===== src/rtl/mips_fetch.sv =====
// mips_fetch: MIPS instruction-fetch stage with PC, IF/ID register, stall, redirect and sticky fault.
module mips_fetch #(
  parameter int          DATA_WIDTH = 32,
  parameter int          ADDR_WIDTH = 8,
  parameter logic [31:0] RESET_PC   = 32'h0000_0000
) (
  input  logic                  i_clk,
  input  logic                  i_rst_n,
  input  logic                  i_stall,
  input  logic                  i_redirect,
  input  logic [31:0]           i_redirect_pc,
  output logic [ADDR_WIDTH-1:0] o_rom_addr,
  input  logic [DATA_WIDTH-1:0] i_rom_data,
  output logic [DATA_WIDTH-1:0] o_instr,
  output logic [31:0]           o_pc,
  output logic [31:0]           o_pc_plus4,
  output logic                  o_valid,
  output logic                  o_fault
);
  typedef enum logic [1:0] {BOOT, RUN, FAULT} state_t;
  state_t                state_q, state_d;
  logic [31:0]           pc_q, pc_d, id_pc_q, id_pc_d, id_pc4_q, id_pc4_d;
  logic [DATA_WIDTH-1:0] instr_q, instr_d;
  logic                  valid_q, valid_d, fault_q, fault_d;
  logic                  pc_ok;
  assign pc_ok      = (pc_q[1:0] == 2'b00) && (pc_q[31:ADDR_WIDTH+2] == '0);
  assign o_rom_addr = pc_q[ADDR_WIDTH+1:2];
  assign o_instr    = instr_q;
  assign o_pc       = id_pc_q;
  assign o_pc_plus4 = id_pc4_q;
  assign o_valid    = valid_q;
  assign o_fault    = fault_q;
  always_comb begin
    state_d  = state_q;
    pc_d     = pc_q;
    id_pc_d  = id_pc_q;
    id_pc4_d = id_pc4_q;
    instr_d  = instr_q;
    valid_d  = valid_q;
    fault_d  = fault_q;
    case (state_q)
      BOOT: begin
        state_d = RUN;
        valid_d = 1'b0;
      end
      RUN: begin
        // redirect outranks the fault check so a bad target is caught one cycle later
        if (i_redirect) begin
          pc_d    = i_redirect_pc;
          valid_d = 1'b0;
          instr_d = '0;
        end else if (!pc_ok) begin
          state_d = FAULT;
          fault_d = 1'b1;
          valid_d = 1'b0;
        end else if (!i_stall) begin
          instr_d  = i_rom_data;
          id_pc_d  = pc_q;
          id_pc4_d = pc_q + 32'd4;
          valid_d  = 1'b1;
          pc_d     = pc_q + 32'd4;
        end
      end
      default: begin
        fault_d = 1'b1;
        valid_d = 1'b0;
      end
    endcase
  end
  always_ff @(posedge i_clk or negedge i_rst_n) begin
    if (!i_rst_n) begin
      state_q  <= BOOT;
      pc_q     <= RESET_PC;
      id_pc_q  <= '0;
      id_pc4_q <= '0;
      instr_q  <= '0;
      valid_q  <= 1'b0;
      fault_q  <= 1'b0;
    end else begin
      state_q  <= state_d;
      pc_q     <= pc_d;
      id_pc_q  <= id_pc_d;
      id_pc4_q <= id_pc4_d;
      instr_q  <= instr_d;
      valid_q  <= valid_d;
      fault_q  <= fault_d;
    end
  end
endmodule


===== config.mk =====
export PLATFORM = sky130hd
export DESIGN_NAME = mips_fetch
export DESIGN_NICKNAME = d
export VERILOG_FILES = /design/src/rtl/mips_fetch.sv
export SDC_FILE = /design/constraint.sdc
export NUM_CORES = 1
export LEC_CHECK = 0
export BUFFER_PORTS_ARGS = -buffer_cell sky130_fd_sc_hd__buf_2
export CAP_MARGIN = 20
export CORE_MARGIN = 2
export CORE_UTILIZATION = 40
export DETAILED_ROUTE_END_ITERATION = 8
export PLACE_DENSITY = 0.72
export SYNTH_ARGS = -nofsm -noshare
export SYNTH_HDL_FRONTEND = slang
export SYNTH_SLANG_ARGS = --single-unit

===== constraint.sdc =====
create_clock -name i_clk -period 2.1 [get_ports i_clk]
set_input_delay 0.42 -clock i_clk [delete_from_list [all_inputs] [get_ports i_clk]]
set_output_delay 0.42 -clock i_clk [all_outputs]
set_load 0.01 [all_outputs]

# Word level (Yosys, flattened, before mapping)

Index checks and enable logic that the tools add are counted.

$add $sub $neg: 1
Reduce and logical (&&, ||, !) cells: 10
Multiplexer cells: 16
Equality and inequality tests: 5
Bitwise gates (word level): 3

Operators by type and width:

| cell                                                             | number |
|---|---|
| 32-bit 2-to-1 mux                                                | 6 |
| 32-bit by 3-bit adder with 32-bit output (second input constant) | 1 |
| 22-bit zero test                                                 | 1 |
| 3-bit AND reduction                                              | 3 |
| 1-bit 2-to-1 mux                                                 | 6 |
| 2-bit zero test                                                  | 2 |
| 2-bit 2-to-1 mux                                                 | 2 |
| 2-bit != test (second input constant)                            | 2 |
| 4-bit != test (second input constant)                            | 1 |
| 2-bit one-hot mux with 2 select lines                            | 1 |
| 4-bit AND reduction                                              | 1 |
| 2-bit nonzero test                                               | 2 |
| 1-bit NOT                                                        | 3 |
| 2-bit by 1-bit == test with 1-bit output (second input constant) | 1 |
| 2-bit by 1-bit != test with 1-bit output (second input constant) | 1 |
| 1-bit one-hot mux with 2 select lines                            | 1 |
| 1-bit logical AND                                                | 1 |

Output and inout bits: 106
Register bits after elaboration: 132
Input bits: 68
Word-level logic and storage cells: 42

# Logic depth before layout (Yosys ltp)

Gate-level depths: netlist of run 1.

Depth after elaboration: 5
Mapped depth: 7
Mapped depth without buffers: 5

# Least setup slack after synthesis of run 1

No wires, ideal clock.

Kind: register -> register
From: register pc_q[23]
To: register id_pc4_q[8], in the netlist o_pc_plus4[8]
Slack: 0.289 ns
Data arrival time: 1.683 ns
Required time: 1.973 ns
Setup time: 0.127 ns
Cell stages (with the launch flop): 8
Path buffers: 3
Period minus slack after synthesis: 1.811 ns
Cell sequence: dfrtp_1 > nor4_2 > and2_1 > buf_4 > and3_1 > buf_4 > buf_6 > mux2_1

Word-level cells in the longest chain between the ends: 3

RTL lines:

| what                                 | line | RTL |
|---|---|---|
| from (decl)                          | 22   | `logic [31:0] pc_q, pc_d, id_pc_q, id_pc_d, id_pc4_q, id_pc4_d;` |
| from (signal assigned)               | 81   | `pc_q <= pc_d;` |
| 22-bit zero test                     | 26   | `assign pc_ok = (pc_q[1:0] == 2'b00) && (pc_q[31:ADDR_WIDTH+2] == '0);` |
| 1-bit logical AND                    | 26   |  |
| 4-bit AND reduction (no source line) | -    |  |
| to (signal assigned)                 | 83   | `id_pc4_q <= id_pc4_d;` |
| to (decl)                            | 22   |  |

No other way between the ends.
A chain may end at the register's enable or synchronous reset.

# Worst setup path after layout of run 1

From: register pc_q[10]
To: register id_pc_q[7], in the netlist o_pc[7]

Word-level cells in the longest chain between the ends: 3

RTL lines:

| what                                 | line | RTL |
|---|---|---|
| 22-bit zero test                     | 26   |  |
| 1-bit logical AND                    | 26   |  |
| 4-bit AND reduction (no source line) | -    |  |
| to (signal assigned)                 | 82   | `id_pc_q <= id_pc_d;` |
| to (decl)                            | 22   |  |

No other way between the ends.

==> qor_table.md, run 1 <==
| Result | Value |
| --- | --- |
| Global Route Usage Sum | 19.1% |
| Number of antenna violations at the first check in global routing | 2 |
| Count of flip-flops with a built-in enable after synthesis | 0 |
| Fmax achieved | 0.506 GHz |
| # clock sinks | 130 |
| Count of endpoints failing setup in the final report | 0 |
| Total of flip-flops plus latches after synthesis | 130 |
| Share of final-layout standard cells stronger than drive strength 1 | 33.6% |
| Seq/Total Area, Yosys | 57.8% |
| Final net count | 773 |
| Peak VDD IR | 0.504 mV |
| Crit path time final | 1980 ps |
| Top cell type's share of synthesized area | 57.8% |
| Height of the chip | 123 um |
| Outcome | completed |
| Worst-case headroom to the max-slew limit | 66.6% |
| Critical path data required time | 2390 ps |
| Total power after layout | 6390 uW |
| Transition at the pin with the smallest max-transition slack | 501 ps |
| Category of the most critical setup path | flop to flop |
| Leakage Power | 0.00380 uW |
| Final hold viol count | 0 |
| Clk buf depth | 2 |
| TNS Setup | 0 ps |
| Worst-path clk slew | 60 ps |
| Buffer cell driving the clock tree root | clkbuf_16 |
| Unrepaired setup endpoints after global routing | no |
| Distinct cells, synth | 47 |
| Maximum clock skew at final layout | 18.1 ps |
| Post-CTS Setup Bufs | 0 |
| Class of the tightest hold or removal check | input pin to flop |
| Instance count of the mapped netlist | 540 |
| Leading post-synthesis cells by cell area | dfrtp_1 58%, nand2_1 8.8%, nor2b_1 5.3%, o211ai_1 4.8%, nand4_1 4.4% |
| Initial core utilization | 40.7% |
| Gp weighted congestion | 0.790 |
| Boundary Pins | 174 |
| Number of H-tree branching levels | 4 |
| Buffers on Ports | 173 |
| Vias | 4,635 |
| Largest driver fanout on the critical path | 39 |
| DRC marker count from the first detailed-route iteration | 382 |
| Warning count from the yosys run | 0 |
| Horizontal extent of the die | 123 um |
| Wire length of the first global-routing pass | 22.2 mm |
| Drt drc | 0 |
| Number of nets produced by synthesis | 609 |
| Share of flip-flops with an asynchronous set or reset after synthesis | 100% |
| Number of routed nets with antenna violations | 0 |
| Overflow after GRT | 0 |
| Worst Setup Start Kind | flop |
| Growth of design area from synthesis to finish | 30.4% |
| Half-perimeter wire length of the detailed placement result | 9.93 mm |
| Maximum number of pins on one net before global-route repair | 57 |
| Final worst-path cycle share | 94.1% |
| Synth Area per Inst | 10.4 um^2 |
| Nature of the critical path endpoint | flop |
| Routed WL | 14.3 mm |
| Ratio of total power to cell area | 869 mW/mm^2 |
| Fin. max-slew vios | 0 |
| Number of clock buffers inserted by TritonCTS | 17 |
| Via-per-instance ratio | 5.16 |
| Total of fill cells in the finished design | 1,272 |
| Summed instance area of the synthesized netlist | 0.00563 mm^2 |
| Initial DRT Pass Iterations | 4 |
| Top flip-flop cell by instance count after synthesis | dfrtp_1 |
| Area enclosed by the die boundary | 0.0150 mm^2 |
| CTS tree | yes |
| Later-pin clock latency in the skew report | 430 ps |
| Core Region | 0.0138 mm^2 |
| Number of core rows | 43 |
| Vias in the first global route | 4,462 |
| Average routed wire per standard cell | 16.0 um |
| Max Cap Violations | 0 |
| Synth area leader | dfrtp_1 |
| Arrival time worst endpoint | 2270 ps |
## report_power, final
part           leakage [uW]  switching (uW)  internal [uW]  total (uW)
Sequential          0.00157             144           2630        2770
Clock              0.000291            1100           2010        3120
Combinational       0.00194             273            223         496
## timing repair
action                                  4_1_cts  5_1_grt
resized for setup                             0        5
endpoints found under the setup margin        0       43
hold buffers                                  1        0
hold endpoints to repair                     46        0
## final cells by class
class	count	area, um^2	share of cell area (%)
diodes	1	2.50	0.0341
clock buffers	19	443	6.03
clock inverters	13	185	2.52
inverters	6	22.5	0.307
multi-input cells	355	2110	28.8
flip-flops and latches	130	3250	44.3
well taps	180	225	3.07
repair buffers	194	1100	15.0
## metal layers
layer	GRT usage, %	share of wire (%)
met2	28.9	48
met1	25.4	44
met5	0	0.063
met3	5.48	5.8
met4	9.12	1.5
## state kept, by name, summed over array words and instances (netlist names)
signal      cells
o_instr        32
o_pc           32
pc_q           32
o_pc_plus4     30
state_q         2
o_fault         1
o_valid         1
## synth_stat cells (all sizes together) (2+ instances only)
cell	n
nand2	132
dfrtp	130
nor2b	48
nand4	40
o211ai	36
buf	33
mux2	19
clkbuf	16
nor2	11
nor4	9
nand3	7
nor3	7
inv	5
xor2	5
a21oi	4
and3	4
nand2b	3
o22a	3
a2bb2oi	2
a31oi	2
and4	2
nand3b	2
o21ai	2
xnor2	2
## kinds of logic after synthesis
group	synth area share, %
muxes	3.80
adders and majority gates	0.222
DFF	57.8
and+or+nand+nor	23.9
AOI/OAI and AO/OA	7.95
xor gates and xnor gates	1.09
buffers and inverters	5.26
## layout by cell type (no fill, tap or decap), types with 5 or more instances in the layout
cell / synthesis / layout
buf_2: 18 / 172
nand2_1: 132 / 132
dfrtp_1: 130 / 130
nor2b_1: 48 / 48
nand4_1: 40 / 40
o211ai_1: 36 / 36
clkbuf_16: 0 / 17
mux2_1: 15 / 15
buf_4: 13 / 14
nor2_1: 11 / 9
nand3_1: 7 / 7
nor4_2: 2 / 6
nor3_1: 6 / 6
xor2_1: 5 / 5
inv_1: 5 / 5
clkinvlp_4: 0 / 5
buf_12: 0 / 5
## worst max-delay path: stages (launching register included)
cell and delay [ps]:
dfrtp_1 400, nor4_2 340, and4_1 310, and3_2 220, buf_12 210, mux2_1 350
## through the flow
step                      area, um^2  utilization [%]  std cells  setup slack, ps  hold slack (ps)
after floorplan                 5630                -        540              289              124
after global placement          6680             48.3        864             98.0              388
after detailed placement        6680             48.3        864             15.0              398
after CTS                       7310             52.9        897             4.68              168
after global routing            7340             53.1        898             3.10              189
final                           7340             53.1        898              124              182
## path summary, 6_finish.rpt
kind	startpoint	to	slack [ps]	depth (start not counted)
min in group asynchronous	i_rst_n	o_pc[27]$_DFFE_PN0P_	520	2
max in group asynchronous	i_rst_n	o_pc_plus4[22]$_DFFE_PN0P_	910	3
setup reg to reg	pc_q[10]$_DFFE_PN0P_	o_pc[7]$_DFFE_PN0P_	120	5
hold / removal	i_redirect_pc[29]	pc_q[29]$_DFFE_PN0P_	180	3
setup / recovery	pc_q[10]$_DFFE_PN0P_	o_pc[7]$_DFFE_PN0P_	120	5
hold reg to reg	o_fault$_DFFE_PN0P_	o_fault$_DFFE_PN0P_	470	1
Note: power is estimated with default switching activity, not from simulation.
==> run 2, diff against run 1 <==
CORE_MARGIN = 8   (was 2)
==> run 2 against run 1 <==
Global-route usage fell by 1.9 points. Hold slack improved by 13 ps. Highest routed layer is now met4. Non-clock buffer count did not move. Combinational power rose by 3%. Critical path depth did not move.
==> qor_table.md, run 2 (synthesis gave the netlist of run 1 again) <==
| Result | Value | Delta |
| --- | --- | --- |
| Outcome | completed | unchanged |
| Class of the tightest hold or removal check | input pin to flop | unchanged |
| Minimum setup slack among reg-to-reg paths | 150 ps | was 120 ps |
| Peak VDD IR | 0.555 mV | was 0.504 mV |
| Transition at the pin with the smallest max-transition slack | 560 ps | was 501 ps |
| Overflow after GRT | 0 | unchanged |
| Placed Instance Area | 0.00670 mm^2 | was 0.00668 mm^2 |
| Worst-case headroom to the max-slew limit | 62.3% | was 66.6% |
| Final worst-path cycle share | 93.1% | was 94.1% |
| Register-to-Register Path Depth | 5 | unchanged |
| Unrepaired setup endpoints after global routing | no | unchanged |
| Final net count | 773 | unchanged |
| Family with the most delay on the worst path | simple AND/OR/NAND/NOR gates | unchanged |
| Commonest non-fill, non-tap cell in the layout | buf_2 | unchanged |
| Global Route Usage Sum | 17.3% | was 19.1% |
| Multi-input logic area | 0.00210 mm^2 | was 0.00211 mm^2 |
| Share of final-layout standard cells stronger than drive strength 1 | 33.1% | was 33.6% |
| TNS Setup | 0 ps | unchanged |
| Number of routed nets with antenna violations | 0 | unchanged |
| Maximum clock skew at final layout | 6.98 ps | was 18.1 ps |
| Number of clock buffers inserted by TritonCTS | 17 | unchanged |
| Leakage Power | 0.00384 uW | was 0.00380 uW |
| Number of antenna violations at the first check in global routing | 1 | was 2 |
| Fmax achieved | 0.512 GHz | was 0.506 GHz |
| Initial core utilization | 40.7% | unchanged |
| Worst-path clk slew | 60 ps | about the same |
| Util after Layout | 53.4% | was 53.1% |
| Crit path time final | 1950 ps | was 1980 ps |
| Number of core rows | 43 | unchanged |
| Buffer cell driving the clock tree root | clkbuf_16 | unchanged |
| Final hold viol count | 0 | unchanged |
| Pre-CTS setup slack | 161 ps | was 15.0 ps |
| Height of the chip | 135 um | was 123 um |
| Vias | 4,647 | was 4,635 |
| Final Instance Area | 0.00738 mm^2 | was 0.00734 mm^2 |
| Max Cap Violations | 0 | unchanged |
| Launching instance or port of the critical path | pc_q[13]$_DFFE_PN0P_ | was pc_q[10]$_DFFE_PN0P_ |
| Core Region | 0.0138 mm^2 | unchanged |
| Min-Delay Path Depth | 3 | unchanged |
| Routed WL | 15.5 mm | was 14.3 mm |
| Worst hold path startpoint | i_redirect_pc[22] | was i_redirect_pc[29] |
| Average routed wire per standard cell | 17.2 um | was 16.0 um |
| Worst hold endpoint | pc_q[22]$_DFFE_PN0P_ | was pc_q[29]$_DFFE_PN0P_ |
| Total of fill cells in the finished design | 1,248 | was 1,272 |
| Wire length of the first global-routing pass | 24.9 mm | was 22.2 mm |
| Reg-to-Reg Start | pc_q[13]$_DFFE_PN0P_ | was pc_q[10]$_DFFE_PN0P_ |
| Worst R2R End | o_pc[2]$_DFFE_PN0P_ | was o_pc[7]$_DFFE_PN0P_ |
| DRC marker count from the first detailed-route iteration | 356 | was 382 |
| Boundary Pins | 174 | unchanged |
| Growth of design area from synthesis to finish | 31.0% | was 30.4% |
| Final worst-path setup slack | 146 ps | was 124 ps |
| Ratio of total power to cell area | 887 mW/mm^2 | was 869 mW/mm^2 |
| Ordered list of cells on the worst path | nor4_1 -> and4_1 -> and3_2 -> buf_12 -> mux2_2 | was nor4_2 -> and4_1 -> and3_2 -> buf_12 -> mux2_1 |
| Half-perimeter wire length of the detailed placement result | 11.2 mm | was 9.93 mm |
| Critical path data required time | 2400 ps | was 2390 ps |
| CTS tree | yes | unchanged |
| Vias in the first global route | 4,771 | was 4,462 |
| Arrival time worst endpoint | 2250 ps | was 2270 ps |
| Drt drc | 0 | unchanged |
| Fin. max-slew vios | 0 | unchanged |
| Most frequent cells in the layout | 172 x buf_2, 132 x nand2_1, 130 x dfrtp_1 | unchanged |
| CP max stage delay | 420 ps | was 400 ps |
| Horizontal extent of the die | 135 um | was 123 um |
| Nature of the critical path endpoint | flop | unchanged |
| Buffers on Ports | 173 | unchanged |
| Gp weighted congestion | 0.840 | was 0.790 |
| Count of endpoints failing setup in the final report | 0 | unchanged |
| Critical Path Slowest Stage Cell | dfrtp_1 | unchanged |
| Area taken by flip-flops and latches | 0.00325 mm^2 | unchanged |
| Category of the most critical setup path | flop to flop | unchanged |
| Largest driver fanout on the critical path | 22 | was 39 |
| Clk buf depth | 2 | unchanged |
| Initial DRT Pass Iterations | 4 | unchanged |
| Number of H-tree branching levels | 4 | unchanged |
| Maximum number of pins on one net before global-route repair | 57 | unchanged |
| Via-per-instance ratio | 5.17 | was 5.16 |
| Worst Setup Start Kind | flop | unchanged |
| Worst slack on hold paths | 195 ps | was 182 ps |
| # clock sinks | 130 | unchanged |
| Area enclosed by the die boundary | 0.0181 mm^2 | was 0.0150 mm^2 |
| Buffers & Inverters on Critical Path | 1 | unchanged |
| Later-pin clock latency in the skew report | 420 ps | was 430 ps |
run 2: worst min-delay path: cells and delay by family:
kind	cells	cell delay (ps)
buffers and inverters	1	70
AND/OR/NAND/NOR	2	80
run 2: worst max-delay path by stage:
| stage | endpoint | slack (ps) | cells after the start |
|---|---|---|---|
| 5_1_grt | pc_q[18]$_DFFE_PN0P_ | 40 | 4 |
| 2_1_floorplan | o_pc_plus4[8]$_DFFE_PN0P_ | 290 | 7 |
| 4_1_cts | o_pc[2]$_DFFE_PN0P_ | 120 | 5 |
| 3_3_place_gp | o_pc[2]$_DFFE_PN0P_ | 130 | 5 |
| 6_report | o_pc[2]$_DFFE_PN0P_ | 150 | 5 |
| 3_5_place_dp | o_pc[2]$_DFFE_PN0P_ | 160 | 5 |
run 2: timing repair:
| action | CTS | global route |
|---|---|---|
| gates resized for setup | 0 | 1 |
| setup buffers | 0 | 0 |
| hold buffers | 1 | 0 |
| hold endpoints to repair | 31 | 0 |
| setup endpoints to repair | 0 | 20 |
run 2: area by class of cell:
| class | count | share of cell area, % |
|---|---|---|
| antenna | 2 | 0.0678 |
| clock buffer | 23 | 6.61 |
| clock inverter | 9 | 2.37 |
| inverter | 6 | 0.305 |
| multi-input combinational | 355 | 28.4 |
| sequential | 130 | 44.1 |
| tap | 180 | 3.05 |
| timing repair buffer | 194 | 15.1 |
run 2: layer usage:
layer | vias up | global-route usage [%] | share of wire (%)
met4 | 0 | 7.92 | 1.9
li1 | 2196 | - | -
met2 | 182 | 26.9 | 48
met3 | 23 | 5.76 | 7.5
met1 | 2246 | 21.2 | 43
met5 | - | 0 | 0
run 2: through the flow:
step / total power (uW) / std cells
after global routing: 6850 / 898
after floorplan: 3080 / 540
after CTS: 6620 / 897
after detailed placement: 3320 / 864
final: 6540 / 899
after global placement: 3290 / 864
run 2: report_power, final:
group	internal [uW]	switching [uW]
Combinational	227	284
Clock	2230	1040
Sequential	2630	137
